**src/rtl/adder_pkg.sv**
```systemverilog
// Shared types and segmentation helpers for the pipelined adder.
//   seg_width : bits per carry-chain segment, ceil(width/stages)
//   seg_lo    : lowest bit handled by segment k (clamped to width)
//   seg_len   : bits handled by segment k; 0 for trailing segments left empty
//   stage_ctl_t : per-stage valid flag and registered inter-stage carry
package adder_pkg;

    localparam int unsigned MAX_WIDTH = 64;

    typedef struct packed {
        logic valid;
        logic carry;
    } stage_ctl_t;

    function automatic int unsigned seg_width(input int unsigned width,
                                              input int unsigned stages);
        return (width + stages - 1) / stages;
    endfunction

    function automatic int unsigned seg_lo(input int unsigned width,
                                           input int unsigned stages,
                                           input int unsigned k);
        int unsigned lo;
        lo = k * seg_width(width, stages);
        return (lo > width) ? width : lo;
    endfunction

    function automatic int unsigned seg_len(input int unsigned width,
                                            input int unsigned stages,
                                            input int unsigned k);
        int unsigned lo;
        int unsigned hi;
        lo = seg_lo(width, stages, k);
        hi = lo + seg_width(width, stages);
        if (hi > width) hi = width;
        return hi - lo;
    endfunction

endpackage

```
**src/rtl/adder_slice.sv**
```systemverilog
// Combinational W-bit ripple segment: {cout_o, sum_o} = a_i + b_i + cin_i.
// Ports:
//   a_i, b_i  W-bit operand segments
//   cin_i     carry into the segment
//   sum_o     W-bit segment sum
//   cout_o    carry out of the segment's top bit
module adder_slice #(
    parameter int unsigned W = 8
) (
    input  logic [W-1:0] a_i,
    input  logic [W-1:0] b_i,
    input  logic         cin_i,
    output logic [W-1:0] sum_o,
    output logic         cout_o
);

    assign {cout_o, sum_o} = (W+1)'(a_i) + (W+1)'(b_i) + (W+1)'(cin_i);

endmodule

```
**src/rtl/pipelined_adder.sv**
```systemverilog
// Pipelined ripple-carry adder with valid/ready handshake.
// The WIDTH-bit carry chain is cut into STAGES segments; each stage adds one
// segment and registers its partial sum, the carry into the next segment and
// the still-unprocessed operand bits. Latency STAGES, throughput 1/cycle.
// Optional build macro ADDER_SUB_EN adds a 'sub' input (a + ~b + 1, cin ignored).
// Ports:
//   clk, rst               clock, synchronous active-high reset
//   in_valid / in_ready    input handshake (in_ready = pipeline may advance)
//   a, b, cin              operands and carry-in
//   sub                    subtract select (ADDER_SUB_EN only)
//   out_valid / out_ready  output handshake
//   sum, cout              (a + b + cin) mod 2^WIDTH and carry out of bit WIDTH-1
module pipelined_adder
    import adder_pkg::*;
#(
    parameter int unsigned WIDTH  = 32,
    parameter int unsigned STAGES = 4
) (
    input  logic             clk,
    input  logic             rst,
    input  logic             in_valid,
    output logic             in_ready,
    input  logic [WIDTH-1:0] a,
    input  logic [WIDTH-1:0] b,
    input  logic             cin,
`ifdef ADDER_SUB_EN
    input  logic             sub,
`endif
    output logic             out_valid,
    input  logic             out_ready,
    output logic [WIDTH-1:0] sum,
    output logic             cout
);

    logic             advance;
    logic [WIDTH-1:0] b_eff;
    logic             cin_eff;

    // Per-stage registers and the combinational inputs feeding each stage
    logic [WIDTH-1:0] a_q    [STAGES];
    logic [WIDTH-1:0] b_q    [STAGES];
    logic [WIDTH-1:0] s_q    [STAGES];
    stage_ctl_t       ctl_q  [STAGES];
    logic [WIDTH-1:0] a_in   [STAGES];
    logic [WIDTH-1:0] b_in   [STAGES];
    logic [WIDTH-1:0] s_in   [STAGES];
    stage_ctl_t       ctl_in [STAGES];
    logic [WIDTH-1:0] s_d    [STAGES];
    stage_ctl_t       ctl_d  [STAGES];

    // Subtraction is folded in at the entry so it travels with its operands
`ifdef ADDER_SUB_EN
    assign b_eff   = sub ? ~b : b;
    assign cin_eff = sub | cin;
`else
    assign b_eff   = b;
    assign cin_eff = cin;
`endif

    // Whole pipeline moves together unless a held result blocks the output
    assign advance  = !out_valid || out_ready;
    assign in_ready = advance;

    // Stage 0 is fed from the ports, every later stage from its predecessor
    always_comb begin
        a_in[0]   = a;
        b_in[0]   = b_eff;
        s_in[0]   = '0;
        ctl_in[0] = '{valid: in_valid, carry: cin_eff};
        for (int k = 1; k < STAGES; k++) begin
            a_in[k]   = a_q[k-1];
            b_in[k]   = b_q[k-1];
            s_in[k]   = s_q[k-1];
            ctl_in[k] = ctl_q[k-1];
        end
    end

    // One segment adder per stage; trailing empty segments just pass through
    for (genvar k = 0; k < STAGES; k++) begin : g_stage
        localparam int unsigned LO  = seg_lo(WIDTH, STAGES, k);
        localparam int unsigned LEN = seg_len(WIDTH, STAGES, k);

        if (LEN > 0) begin : g_add
            logic [LEN-1:0] seg_sum;
            logic           seg_cout;

            adder_slice #(
                .W(LEN)
            ) u_slice (
                .a_i   (LEN'(a_in[k] >> LO)),
                .b_i   (LEN'(b_in[k] >> LO)),
                .cin_i (ctl_in[k].carry),
                .sum_o (seg_sum),
                .cout_o(seg_cout)
            );

            // Bits at and above LO are still zero in the partial sum
            assign s_d[k]   = s_in[k] | (WIDTH'(seg_sum) << LO);
            assign ctl_d[k] = '{valid: ctl_in[k].valid, carry: seg_cout};
        end else begin : g_pass
            assign s_d[k]   = s_in[k];
            assign ctl_d[k] = ctl_in[k];
        end
    end

    // Pipeline registers: cleared on reset, frozen while the output stalls
    always_ff @(posedge clk) begin
        if (rst) begin
            for (int k = 0; k < STAGES; k++) begin
                a_q[k]   <= '0;
                b_q[k]   <= '0;
                s_q[k]   <= '0;
                ctl_q[k] <= '0;
            end
        end else if (advance) begin
            for (int k = 0; k < STAGES; k++) begin
                a_q[k]   <= a_in[k];
                b_q[k]   <= b_in[k];
                s_q[k]   <= s_d[k];
                ctl_q[k] <= ctl_d[k];
            end
        end
    end

    assign out_valid = ctl_q[STAGES-1].valid;
    assign sum       = s_q[STAGES-1];
    assign cout      = ctl_q[STAGES-1].carry;

endmodule
```
**config.mk**
```make
export PLATFORM = sky130hd
export DESIGN_NAME = pipelined_adder
export DESIGN_NICKNAME = d
export VERILOG_FILES = /design/src/rtl/adder_pkg.sv /design/src/rtl/adder_slice.sv /design/src/rtl/pipelined_adder.sv
export SDC_FILE = /design/constraint.sdc
export NUM_CORES = 1
export LEC_CHECK = 0
export CORE_MARGIN = 2
export CORE_UTILIZATION = 60
export CTS_BUF_LIST = sky130_fd_sc_hd__clkbuf_4
export DETAILED_ROUTE_END_ITERATION = 7
export GPL_TIMING_DRIVEN = 0
export PLACE_DENSITY = 0.91
export REMOVE_ABC_BUFFERS = 1
export SETUP_SLACK_MARGIN = 0.2
export SLEW_MARGIN = 20
export SYNTH_ARGS = -nofsm -noshare
export SYNTH_HDL_FRONTEND = slang
export SYNTH_SLANG_ARGS = --single-unit
export TNS_END_PERCENT = 10
```
**constraint.sdc**
```tcl
create_clock -name clk -period 16.1 [get_ports clk]
set_input_delay 3.22 -clock clk [delete_from_list [all_inputs] [get_ports clk]]
set_output_delay 3.22 -clock clk [all_outputs]
set_load 0.01 [all_outputs]
```
# [Yosys cells after proc, flatten, opt, wreduce, memory -nomap -nowiden]
# Memories as Yosys holds them, arrays and structs flattened.
# Index checks and enable logic that the tools add are counted.
[classes] muxes=21 n_addsub=8 n_bitwise=19 n_reduce_logical=2
[op_table] operator="$mux 32" count=12
[op_table] operator="$add 8x8->9" count=4
[op_table] operator="$add 9x1->9" count=4
[op_table] operator="$or 32x16->32" count=1
[op_table] operator="$or 32x24->32" count=1
[op_table] operator="$or 32x32->32" count=1
[op_table] operator="$or 1x1->1" count=16
[op_table] operator="$mux 2" count=4
[op_table] operator="$mux 1" count=5
[op_table] operator="$logic_not 1->1" count=1
[op_table] operator="$logic_or 1x1->1" count=1
[totals] input_bits=69 mem_bits_rw=392 out_inout_bits=35 reg_bits=0 memories=4 elab_cells=54
[memory_table] memory="a_q" depth=4 width=32 read_ports=3 rd_clocked_by_memory_dff=0 write_ports=4 line="pipelined_adder.sv:40" rtl="logic [WIDTH-1:0] a_q [STAGES];"
[memory_table] memory="b_q" depth=4 width=32 read_ports=3 rd_clocked_by_memory_dff=0 write_ports=4 line="pipelined_adder.sv:41" rtl="logic [WIDTH-1:0] b_q [STAGES];"
[memory_table] memory="s_q" depth=4 width=32 read_ports=4 rd_clocked_by_memory_dff=0 write_ports=4 line="pipelined_adder.sv:42" rtl="logic [WIDTH-1:0] s_q [STAGES];"
[memory_table] memory="ctl_q" depth=4 width=2 read_ports=4 rd_clocked_by_memory_dff=0 write_ports=4 line="pipelined_adder.sv:43" rtl="stage_ctl_t ctl_q [STAGES];"

# [Depth between registers and ports, before layout]
# Gate-level depths: netlist (run 1).
# An unclocked memory read counts as a cell.
[depth] word_depth=7 mapped_depth=7 mapped_depth_nobuf=7

# [By module]
# Synthesis (run 1) repeated with hierarchy kept, for this count alone.
[unflattened] cells_unflattened=575 area_unflattened_um2=9267.6
[modules_own_cells] module="pipelined_adder" area_per_inst_um2=7941.4 n_inst=1 cells_each=413
[modules_own_cells] module="adder_slice at g_stage[0].g_add.u_slice ..." area_per_inst_um2=331.6 n_inst=3 cells_each=40
[modules_own_cells] module="adder_slice at g_stage[2].g_add.u_slice" area_per_inst_um2=331.6 n_inst=1 cells_each=42

# [Least setup slack after synthesis (run 1)]
# Ideal clock, no wire load.
[synth_timing] path_type="input port to flip-flop" startpoint="input port rst" endpoint="memory a_q[0][10] (enable)" slack_ns=7.615 n_path_buf=1 required_time_ns=15.523 path_stages=2 setup_ns=0.577 arrival_time_ns=7.909 path_cell_list="clkbuf_1 > nand2b_1"
[synth_rtl] element="from (decl)" line="pipelined_adder.sv:20" rtl="input logic rst,"
[synth_rtl] element="to (decl)" line="pipelined_adder.sv:40"

# [Worst setup path after layout (run 1)]
[layout_timing] startpoint="input port out_ready" endpoint="output port in_ready"
[layout_via] elab_chain_cells=1
[layout_rtl] element="from (decl)" line="pipelined_adder.sv:30" rtl="input logic out_ready,"
[layout_rtl] element="$logic_or 1x1->1" line="pipelined_adder.sv:61" rtl="assign advance = !out_valid || out_ready;"
[layout_rtl] element="to (decl)" line="pipelined_adder.sv:22" rtl="output logic in_ready,"
# No other way between the ends.

==> results.cfg, run 1 <==
[clocking]
postCtsHoldBufs = 0
clock_path_buffers = 2
htreeDepth = 4
root_buffer = clkbuf_4
cts_setup_buffers = 0
post_cts_resized = 0
cts_tree = done
clk_pin_slew_ns = 0.13
cts_sinks = 184
clk_latency_ns = 0.54
cts_made_buffers = 17

[timing]
fmax_mhz = 129
fin_crit_sh_pct = 48.1
setup_violations = 0
finalMaxSlewViolations = 0
relSlewSlack_pct = 43.2
tightest_slew_ns = 0.852
min_period_ns = 7.74
hold_viol_final = 0
fin_skew_ns = 0.0142
tns_ns = 0
rsz0062_at_grt = no

[worst_setup_path]
cpMaxStageDelayCell = clkdlybuf4s50_1
crit_path_frequent_cell = clkdlybuf4s50_1
crit_chain = clkdlybuf4s50_1 > nor2b_4 > inv_1 > clkdlybuf4s50_1
cp_slowest_stage_delay_ns = 0.48
crit_required_ns = 12.88
crit_buf_inv = 3
path_delay_family = buffers and inverters
path_max_fanout = 10
cp_data_arrival_time_ns = 4.52
critical_path_class = in2out
start_kind = input port
cp-end-kind = primary output

[yosys]
yosysSeqAreaShare_pct = 67.6
post_synth.cell_area_avg_um2 = 14.2
synth_cell_types = 35
syn-instance-count = 576
ys_ff_latch = 184
syn_area_um2 = 8170
ys_warn_count = 0

[floorplan]
start_util_pct = 61.5
die_area_um2 = 14600
die_w_um = 121
rows = 42
num_io_pins = 104
die_h_um = 121
coreArea_um2 = 13300

[placed_design]
dp_cells = 837
port_buffers = 103
dpl.hpwl_um = 8970
place_area_um2 = 9470
routabilityCongestion = 0.941

[drt]
remaining_drc_errors = 0
drtAntennaViolNets = 0
vias = 4839
wirelength_um = 13200
drt-pass1-iter-count = 5
routedWlPerCell_um = 15.3
via_per_inst = 5.58
drt_iter0_markers = 446

[global_routing]
grt_pass1_vias = 4654
antenna_found_initial = 0
grt_first_pass_wirelength_um = 21200
grt_max_degree = 64
grt_remaining_overflow = 0
gr-usage-all-layers_pct = 19.0

[power]
p_leak_nw = 3.93
ir_drop_v = 0.0000475
power_density_nw_per_um2 = 92.4

[cells_and_area]
syn_to_final_growth_pct = 18.9
fin_nets = 785
design_area_um2 = 9720
finalNonFillerCells = 867
drive_gt1_share_pct = 5.21
diodes = 0

[flow_run]
maxCapViolations = 0

[outcome]
status = complete, no violations

[hold_path]
hold_class = reg2reg
## through the flow
step	hold WS (ns)	power [mW]	util [%]	setup slack (ns)
2_1_floorplan	0.497	0.630	-	7.88
3_3_place_gp	0.499	0.667	70.1	5.57
3_5_place_dp	0.504	0.676	71.2	8.37
4_1_cts	0.534	0.904	73.1	8.35
5_1_grt	0.542	0.933	73.1	8.29
6_report	0.529	0.897	73.1	8.36
## cells in the mapped netlist
library cell	n	area [um2]
nor2_1	20	75.1
o21a_1	4	30.0
a21oi_1	6	30.0
nor2b_4	1	13.8
o22ai_1	2	12.5
or2_4	1	8.76
xnor2_1	3	26.3
fa_1	8	160
o211a_1	1	10.0
a21o_1	7	52.6
or3_1	2	12.5
o21ai_0	27	135
nand2b_1	6	37.5
nor3_1	21	105
a211oi_1	15	113
inv_1	10	37.5
nor2b_1	9	56.3
and2_1	155	970
nor4b_1	5	43.8
o21bai_1	4	30.0
nand2_1	6	22.5
ha_1	28	350
a31oi_1	2	12.5
nand3_1	6	30.0
edfxtp_1	184	5530
o2111ai_1	4	35.0
a211o_1	2	17.5
or4_1	5	37.5
nor3b_1	2	15.0
o31a_1	2	17.5
clkbuf_1	19	71.3
buf_2	2	10.0
mux2i_1	4	40.0
nand4_1	1	6.26
buf_6	2	22.5
## sequential cells by signal, summed over array words and instances (netlist names)
signal and cells:
s_q 80, ctl_q 8, b_q 48, a_q 48
## final timing paths
check | start | to | slack [ns] | cells past startpoint
setup / recovery | out_ready | in_ready | 8.36 | 4
hold / removal | b_q[0][57]$_SDFFCE_PN0P_ | b_q[0][89]$_SDFFCE_PN0P_ | 0.53 | 1
setup reg to reg | a_q[0][8]$_SDFFCE_PN0P_ | s_q[1][14]$_SDFFCE_PN0P_ | 13.57 | 6
hold reg to reg | b_q[0][57]$_SDFFCE_PN0P_ | b_q[0][89]$_SDFFCE_PN0P_ | 0.53 | 1
## power by group
group          total [mW]  internal [mW]  switching, mW
Clock               0.232         0.0914          0.140
Sequential          0.568          0.559        0.00821
Combinational      0.0981         0.0530         0.0451
Total               0.897          0.704          0.194
## cell type report
type | instances | area, um2
fillers | 814 | 3580
flip-flops and latches | 184 | 5530
well taps | 176 | 220
clock inverters | 11 | 109
multi-input cells | 359 | 2520
repair buffers | 108 | 1160
inverters | 10 | 37.5
clock buffers | 19 | 143
## routing by layer
metal	up-vias	track usage, %	routed length [um]
li1	2321	-	-
met1	2299	21.0	4960
met2	187	35.1	7320
met3	32	3.87	615
met4	0	8.58	354
met5	-	0	0
## cells in the final DEF (no fill, tap or decap), drive strengths merged, types with 7 or more instances in the layout
cell type      Yosys  final
edfxtp           184    184
a211oi            15     15
inv               10     10
o21ai             27     27
fa                 8      8
nor3              21     21
clkdlybuf4s50      0    103
nor2b             10     10
a21o               7      7
nor2              20     20
clkbuf            19     19
and2             155    155
ha                28     28
## cell families after synthesis
family,Yosys count,synth area share (%)
AOI/OAI and AO/OA,76,6.06
DFF,184,67.6
buffers and inverters,33,1.73
adders and majority gates,36,6.25
muxes,4,0.490
and+or+nand+nor,240,17.5
xor gates and xnor gates,3,0.322
Note: power is estimated with default switching activity, not from simulation.
==> run 2, diff against run 1 <==
--- a/config.mk
+++ b/config.mk
@@ -6,11 +6,11 @@
 export NUM_CORES = 1
 export LEC_CHECK = 0
 export CORE_MARGIN = 2
-export CORE_UTILIZATION = 60
+export CORE_UTILIZATION = 52
 export CTS_BUF_LIST = sky130_fd_sc_hd__clkbuf_4
 export DETAILED_ROUTE_END_ITERATION = 7
 export GPL_TIMING_DRIVEN = 0
-export PLACE_DENSITY = 0.91
+export PLACE_DENSITY = 0.84
 export REMOVE_ABC_BUFFERS = 1
 export SETUP_SLACK_MARGIN = 0.2
 export SLEW_MARGIN = 20
==> constraint.sdc (replaced) <==
create_clock -name clk -period 6.3 [get_ports clk]
set_input_delay 1.26 -clock clk [delete_from_list [all_inputs] [get_ports clk]]
set_output_delay 1.26 -clock clk [all_outputs]
set_load 0.01 [all_outputs]
==> run 2 against run 1 <==
Global-route usage fell by 2.4 points. Sequential share of layout area fell by 0.87 points. Clock-buffer cell count fell by 2. Non-clock buffer count rose by 1. Final cell count rose by 4.5%. Flip-flop and latch count did not move. Power rose to 2.7 times the previous value. Clock skew rose by 0.0045 ns. First-iteration DRC count fell by 22%. Critical path type unchanged. Critical endpoint unchanged. Largest cell class unchanged. Highest routed layer unchanged.
==> results.cfg, run 2 (synthesis gave the netlist of run 1 again) <==
[outcome]
status = complete, no violations

[floorplan]
num_io_pins = 104
die_area_um2 = 16700
die_h_um = 129
coreArea_um2 = 15300
rows = 45
die_w_um = 129
start_util_pct = 53.6

[drt]
drt_iter0_markers = 346
remaining_drc_errors = 0
drt-pass1-iter-count = 7
via_per_inst = 5.26
wirelength_um = 13100
vias = 4762
drtAntennaViolNets = 0
routedWlPerCell_um = 14.4

[timing]
setup_violations = 0
fin_crit_sh_pct = 60.7
min_period_ns = 3.83
hold_viol_final = 0
fin_ws_ns = 2.47
rsz0062_at_grt = no
fin_skew_ns = 0.0188
fmax_mhz = 261
finalMaxSlewViolations = 0
relSlewSlack_pct = 51.3
tightest_slew_ns = 0.728

[cells_and_area]
multi_input_area_um2 = 2520
largest_reg_flops = 80
final_common_cell = edfxtp_1
nFillCells = 1117
design_area_um2 = 9870
fin_nets = 786
syn_to_final_growth_pct = 20.7
regArea_um2 = 5530
final_cell_mix = 184 x edfxtp_1, 155 x and2_1, 103 x clkdlybuf4s50_1, 28 x ha_1, 27 x o21ai_0
drive_gt1_share_pct = 5.91
finish.utilization_pct = 64.7
largest_register = s_q
top_regs = s_q (80), a_q (48), b_q (48)

[worst_setup_path]
crit_start = out_ready
crit_required_ns = 5.04
cp_data_arrival_time_ns = 2.57
reg2reg_from = a_q[0][8]$_SDFFCE_PN0P_
start_kind = input port
crit_buf_inv = 3
crit_path_frequent_cell = clkdlybuf4s50_1
path_max_fanout = 10
cp_slowest_stage_delay_ns = 0.48
crit_chain = clkdlybuf4s50_1 > nor2b_4 > inv_1 > clkdlybuf4s50_1
cp-end-kind = primary output
r2r_slack_ns = 3.80
critical_path_class = in2out
cpMaxStageDelayCell = clkdlybuf4s50_1
path_delay_family = buffers and inverters

[global_routing]
grt_first_pass_wirelength_um = 21300
grt_pass1_vias = 4631
antenna_found_initial = 1
grt_remaining_overflow = 0
grt_max_degree = 61
gr-usage-all-layers_pct = 16.6

[flow_run]
maxCapViolations = 0

[clocking]
postCtsHoldBufs = 0
cts_sinks = 184
cts_tree = done
post_cts_resized = 0
htreeDepth = 4
cts_made_buffers = 17
clk_pin_slew_ns = 0.15
root_buffer = clkbuf_4
clk_latency_ns = 0.55
cts_setup_buffers = 0
clock_path_buffers = 2

[hold_path]
hold_path_startpoint = a_q[0][30]$_SDFFCE_PN0P_
hold_class = reg2reg

[placed_design]
dpl.hpwl_um = 8870
pre_cts_slack_ns = 2.39
routabilityCongestion = 0.885
place_area_um2 = 9540
port_buffers = 103

[power]
ir_drop_v = 0.000147
p_leak_nw = 3.98
power_density_nw_per_um2 = 245
-- run 2: final timing paths --
kind,depth (start not counted),to
min,1,a_q[0][62]$_SDFFCE_PN0P_
min reg2reg,1,a_q[0][62]$_SDFFCE_PN0P_
max,4,in_ready
max reg2reg,6,s_q[1][14]$_SDFFCE_PN0P_
-- run 2: layout make-up --
cell class | count | area share [%]
repair buffers | 109 | 12.0
multi-input cells | 359 | 25.5
inverters | 10 | 0.380
flip-flops and latches | 184 | 56.0
clock buffers | 17 | 1.29
diodes | 1 | 0.0254
clock inverters | 15 | 2.04
well taps | 211 | 2.68
-- run 2: layer usage --
| layer | share of wire (%) | vias to the layer above | track usage (%) |
|---|---|---|---|
| li1 | - | 2324 | - |
| met1 | 40 | 2263 | 18.5 |
| met3 | 4.1 | 30 | 3.59 |
| met2 | 54 | 145 | 29.8 |
| met5 | 0 | - | 0 |
| met4 | 2.1 | 0 | 8.50 |
-- run 2: where the power goes --
group / switching [mW] / leakage, nW / internal [mW]
Sequential: 0.0206 / 2.18 / 1.43
Clock: 0.400 / 0.170 / 0.317
Combinational: 0.113 / 1.63 / 0.135
Total: 0.534 / 3.98 / 1.88
-- run 2: per-stage QoR --
stage,setup TNS [ns],total power [mW],std cells,hold WS [ns]
CTS,0,2.44,905,0.528
finish,0,2.42,906,0.525
global route,0,2.51,906,0.548
floorplan,0,1.61,553,0.497
detailed placement,0,1.73,873,0.502
global placement,-654.77,1.70,867,0.499
-- run 2: worst reg2reg max path: cells and delay by family (launching register included) --
kind                     cells  cell delay [ns]
flip-flops                   1             0.43
AND/OR/NAND/NOR              2             0.51
adder cells (fa/ha/maj)      2             0.93
AO/OA/AOI/OAI                2             0.52
==> run 3, diff against run 2 <==
--- a/config.mk
+++ b/config.mk
@@ -6,11 +6,11 @@
 export NUM_CORES = 1
 export LEC_CHECK = 0
 export CORE_MARGIN = 2
-export CORE_UTILIZATION = 52
+export CORE_UTILIZATION = 57
 export CTS_BUF_LIST = sky130_fd_sc_hd__clkbuf_4
 export DETAILED_ROUTE_END_ITERATION = 7
 export GPL_TIMING_DRIVEN = 0
-export PLACE_DENSITY = 0.84
+export PLACE_DENSITY = 0.87
 export REMOVE_ABC_BUFFERS = 1
 export SETUP_SLACK_MARGIN = 0.2
 export SLEW_MARGIN = 20
==> constraint.sdc (replaced) <==
create_clock -name clk -period 3.75 [get_ports clk]
set_input_delay 0.75 -clock clk [delete_from_list [all_inputs] [get_ports clk]]
set_output_delay 0.75 -clock clk [all_outputs]
set_load 0.01 [all_outputs]
==> run 3 against run 2 <==
Largest cell class unchanged. Worst hold slack about the same. Largest power group unchanged. Clock-buffer cell count unchanged. Final area decreased by 1.1%. Combinational power increased by 69%. Register-to-register slack got worse by 2.5 ns. Routed wire length increased by 2.8%. Sequential power increased by 68%. Critical path type unchanged. Flip-flop and latch count unchanged.
==> results.cfg, run 3 (synthesis gave the netlist of run 1 again) <==
[timing]
setup_violations = 0
tightest_slew_ns = 0.599
fin_skew_ns = 0.0147
whs_ns = 0.526
tns_ns = 0
relSlewSlack_pct = 60.0
finalMaxSlewViolations = 0
min_period_ns = 2.83
fmax_mhz = 354
rsz0062_at_grt = no
hold_viol_final = 0
fin_ws_ns = 0.922
fin_crit_sh_pct = 75.4

[cells_and_area]
nFillCells = 917
largest_reg_flops = 80
top_regs = s_q (80), a_q (48), b_q (48)
largest_register = s_q
final_common_cell = edfxtp_1
drive_gt1_share_pct = 5.76
design_area_um2 = 9760
syn_to_final_growth_pct = 19.5
diodes = 0
fin_nets = 786
final_cell_mix = 184 x edfxtp_1, 155 x and2_1, 103 x clkdlybuf4s50_1, 28 x ha_1, 27 x o21ai_0
finalNonFillerCells = 874
finish.utilization_pct = 70.1

[placed_design]
place_area_um2 = 9480
port_buffers = 103
dp_cells = 842
dpl.hpwl_um = 9020
routabilityCongestion = 0.931
pre_cts_slack_ns = 0.460

[global_routing]
gr-usage-all-layers_pct = 19.2
grt_util_met2_pct = 33.9
grt_first_pass_wirelength_um = 22000
met3_usage_pct = 4.35
grt_remaining_overflow = 0
grt_pass1_vias = 4639
antenna_found_initial = 0
grt_max_degree = 61
busiest_layer = met2
use_met1_pct = 22.0

[floorplan]
die_h_um = 124
rows = 43
die_w_um = 124
start_util_pct = 58.7
coreArea_um2 = 13900
num_io_pins = 104
die_area_um2 = 15300

[clocking]
cts_setup_buffers = 0
clock_path_buffers = 2
htreeDepth = 4
cts_sinks = 184
root_buffer = clkbuf_4
post_cts_resized = 0
clk_pin_slew_ns = 0.15
cts_made_buffers = 17
clk_latency_ns = 0.59
cts_tree = done
postCtsHoldBufs = 0

[outcome]
status = complete, no violations

[power]
p_leak_nw = 3.94
ir_drop_v = 0.000193
totalPowerFinal_mw = 3.92
power_density_nw_per_um2 = 401

[worst_setup_path]
critical_path_class = in2out
cp_data_arrival_time_ns = 2.08
cp-end-kind = primary output
path_max_fanout = 10
start_kind = input port
crit_required_ns = 3.00

[drt]
drt-pass1-iter-count = 7
via_per_inst = 5.48
wirelength_um = 13400
drtAntennaViolNets = 0
remaining_drc_errors = 0
routedWlPerCell_um = 15.4
drt_iter0_markers = 495
vias = 4788

[flow_run]
maxCapViolations = 0

[hold_path]
hold_class = reg2reg
[run 3: cell types whose count changed in the layout (fill, tap and decap cells not counted)]
cell,previous run,this run
inv_6,2,1
clkinv_1,1,2
buf_16,5,3
buf_12,1,3
bufinv_16,4,2
clkinvlp_4,2,5
clkinv_2,2,1
diode_2,1,0
[run 3: critical path: stages]
cell and delay, ns:
clkdlybuf4s50_1 0.44, nor2b_4 0.33, inv_1 0.08, clkdlybuf4s50_1 0.48
[run 3: final timing paths]
kind | from | to | slack [ns] | cells after the start
setup / recovery | out_ready | in_ready | 0.92 | 4
hold / removal | a_q[0][60]$_SDFFCE_PN0P_ | a_q[0][92]$_SDFFCE_PN0P_ | 0.53 | 1
setup reg to reg | a_q[0][8]$_SDFFCE_PN0P_ | s_q[1][14]$_SDFFCE_PN0P_ | 1.26 | 6
hold reg to reg | a_q[0][60]$_SDFFCE_PN0P_ | a_q[0][92]$_SDFFCE_PN0P_ | 0.53 | 1
[run 3: cell type report]
| cell class | instances | area (um2) | share of cell area (%) |
|---|---|---|---|
| clock buffers | 17 | 128 | 1.31 |
| clock inverters | 15 | 154 | 1.58 |
| inverters | 10 | 37.5 | 0.384 |
| multi-input cells | 359 | 2520 | 25.8 |
| flip-flops and latches | 184 | 5530 | 56.6 |
| well taps | 180 | 225 | 2.31 |
| repair buffers | 109 | 1170 | 12.0 |
[run 3: report_power, final]
group | switching [mW] | internal, mW
clock network | 0.669 | 0.393
logic | 0.195 | 0.227
registers | 0.0342 | 2.40
[run 3: per-layer routing]
metal | routed length [um] | up-vias
li1 | - | 2308
met2 | 7210 | 169
met5 | 0 | -
met3 | 662 | 33
met4 | 337 | 0
met1 | 5210 | 2278
==> variant, RTL diff (settings of run 3) <==
The parameter `WIDTH` goes from 32 to 64.
--- a/src/rtl/pipelined_adder.sv
+++ b/src/rtl/pipelined_adder.sv
@@ -13,7 +13,7 @@
 module pipelined_adder
     import adder_pkg::*;
 #(
-    parameter int unsigned WIDTH  = 32,
+    parameter int unsigned WIDTH  = 64,
     parameter int unsigned STAGES = 4
 ) (
     input  logic             clk,
Ports: changed (resized a, b and sum); port bits go from 104 to 200. No check against the original RTL was run, so the function may have changed too.
==> variant against run 3 <==
Cell area rose by 100%. Critical path type is now flip-flop to flip-flop. Cell count rose by 110%. Worst setup slack got worse by 0.20 ns. Area after synthesis rose by 96%. Sequential cell count rose by 176. Largest power group unchanged. Critical path depth rose by 4. Total power rose by 120%. Count of clock-buffer cells in the layout rose by 106. Wire length rose by 110%. Non-clock buffer count rose by 104.
==> variant: results (changes against run 3) <==
finish:
  layout.nets: 1604  # +100%
  drive_gt1_share_pct: 11.1  # +5.3 points
  filler_cell_count: 1819  # +98%
  reg.largest.list: "s_q: 160 flops, a_q: 96 flops, b_q: 96 flops"
logic_synthesis:
  synth_commonest_cells: "sky130_fd_sc_hd__edfxtp_1, sky130_fd_sc_hd__and2_1, sky130_fd_sc_hd__ha_1, sky130_fd_sc_hd__nor2_1, sky130_fd_sc_hd__clkbuf_1"
  ys_top_cells_by_area: "sky130_fd_sc_hd__edfxtp_1, sky130_fd_sc_hd__and2_1, sky130_fd_sc_hd__ha_1"
  yosys_warnings: 0  # unchanged
  yosysSeqAreaShare_pct: 67.3  # -0.28 points
  synth-edff-count: 360  # +96%
  post_synth_num_cell_types: 54  # +54%
  yosys_most_used_dff: "sky130_fd_sc_hd__edfxtp_1"
  synth_async_sr_flop_share_pct: 0  # unchanged
clocking:
  path_clk_slew_ns: 0.07  # -0.08 ns
  cts_root_buf: "sky130_fd_sc_hd__clkbuf_4"
  post-cts-setup-buffers: 0  # unchanged
  htreeDepth: 3  # -1
  clk_path_buf_depth: 3  # +1
  cts_inserted_buffers: 90  # +73
  skew_pair_late_insertion_delay_ns: 0.68  # +0.09 ns
  cts_resized: 0  # unchanged
place:
  detailed_place_hpwl_um: 18700  # +110%
  port_buffers: 199  # +93%
  placement.setup.worst_slack_ns: 0.315  # -0.145 ns
  place_congestion: 0.906  # -2.7%
power:
  power.ir.vdd_worst_v: 0.000355  # +84%
  switchingPower_mw: 1.92  # +110%
  leakage_component_of_the_power_nw: 8.21  # +110%
sta:
  final_period_minus_worst_setup_slack_ns: 3.03  # +0.204 ns
  worst-slew-pin-transition_ns: 0.793  # +0.195 ns
  final.hold.worst_slack_ns: 0.501  # -0.0247 ns
  finalClockSkew_ns: 0.0478  # +0.0331 ns
critical_path:
  crit_slowest_cell: "sky130_fd_sc_hd__fa_1"
  worst-path-max-fanout: 3  # -7
  worst_path_largest_cell_delay_ns: 0.55  # +0.07 ns
  reg2reg_to: "ctl_q[1][0]"
  worst_ep_arrival_time_ns: 3.41  # +1.33 ns
  worstReg2RegStart: "a_q[0][16]"
  rrSetupSlack_ns: 0.72  # -0.54 ns
  reg2regPathDepth: 8  # +2
grt:
  grt_max_degree: 62  # +1.6%
  groute.usage.overall_pct: 19.0  # -0.17 points
  grt_antenna_before_repair: 2  # +2
  grt_pass1_vias: 9373  # +100%
  grt_first_pass_wirelength_um: 44200  # +100%
worst_hold_path:
  holdPathStages: 1  # unchanged
  hp-class: "flip-flop to flip-flop"
  hold_path.startpoint: "s_q[2][39]"
  worst_hold_path.endpoint: "s_q[3][39]"
outcome:
  outcome: "complete, no violations"
drt:
  vias_per_cell: 5.19  # -5.3%
  drt-initial-drc-count: 555  # +12%
  firstDrtPassIters: 5  # -2
  postRouteWirelength_um: 27700  # +110%
[variant: cell types whose count changed after synthesis, moves of 19 or more]
cell	change
sky130_fd_sc_hd__edfxtp_1	+176
sky130_fd_sc_hd__and2_1	+147
sky130_fd_sc_hd__nor2_1	+35
sky130_fd_sc_hd__ha_1	+32
sky130_fd_sc_hd__a21oi_1	+30
sky130_fd_sc_hd__nand2_1	+28
sky130_fd_sc_hd__clkbuf_1	+19
[variant: final cells by class]
cell class	instances	area [µm²]	share of cell area [%]
Clock buffer	123	923	4.67
Tap cell	378	473	2.39
Multi-Input combinational cell	731	5070	25.6
Antenna cell	4	10.0	0.0506
Sequential cell	360	10800	54.7
Timing Repair Buffer	213	2320	11.8
Clock inverter	26	143	0.721
Inverter	7	26.3	0.133
[variant: through the flow]
step	cells	total power, mW	instance area, µm²
finish	1842	8.66	19800
global route	1841	9.08	19800
CTS	1838	8.77	19800
detailed placement	1689	5.69	18700
global placement	1675	5.63	18400
floorplan	1098	5.31	15900
[variant: critical path, delay by kind of cell, from the launching register on]
family | cells | cell delay (ns)
DFF | 1 | 0.40
AOI/OAI and AO/OA | 5 | 1.25
and+or+nand+nor | 1 | 0.08
adders and majority gates | 2 | 1.02
[variant: power groups by stage]
stage               Combinational [mW]  Sequential [mW]  Clock, mW
floorplan                        0.456             4.86          0
CTS                              0.839             4.77       3.16
global placement                 0.784             4.85          0
detailed placement               0.832             4.85          0
global route                     0.922             4.79       3.36
finish                           0.836             4.77       3.05
[variant: how the worst max path moves through the flow]
stage                          start     endpoint
after detailed placement        a[0]   s_q[0][10]
after global routing      a_q[0][16]  ctl_q[1][0]
after global placement     out_ready  ctl_q[0][0]
after CTS                 a_q[0][16]  ctl_q[1][0]
after floorplan            out_ready  ctl_q[0][0]
final                     a_q[0][16]  ctl_q[1][0]
[variant: kinds of logic after synthesis]
group | count (synthesis) | synth area share [%]
simple gates | 448 | 16.1
flops | 360 | 67.3
compound gates | 172 | 7.29
fa+ha+maj | 68 | 5.67
buf+inv | 51 | 1.21
xor+xnor | 33 | 1.80
mux | 10 | 0.623
[variant: routing by layer]
layer	vias to the layer above	share of wire (%)	GRT usage (%)	wire length (µm)
met3	57	5.1	4.30	1420
met5	-	0	0	0
li1	4736	-	-	-
met1	4458	39	21.8	10700
met4	0	2.5	8.66	703
met2	303	54	34.1	14900
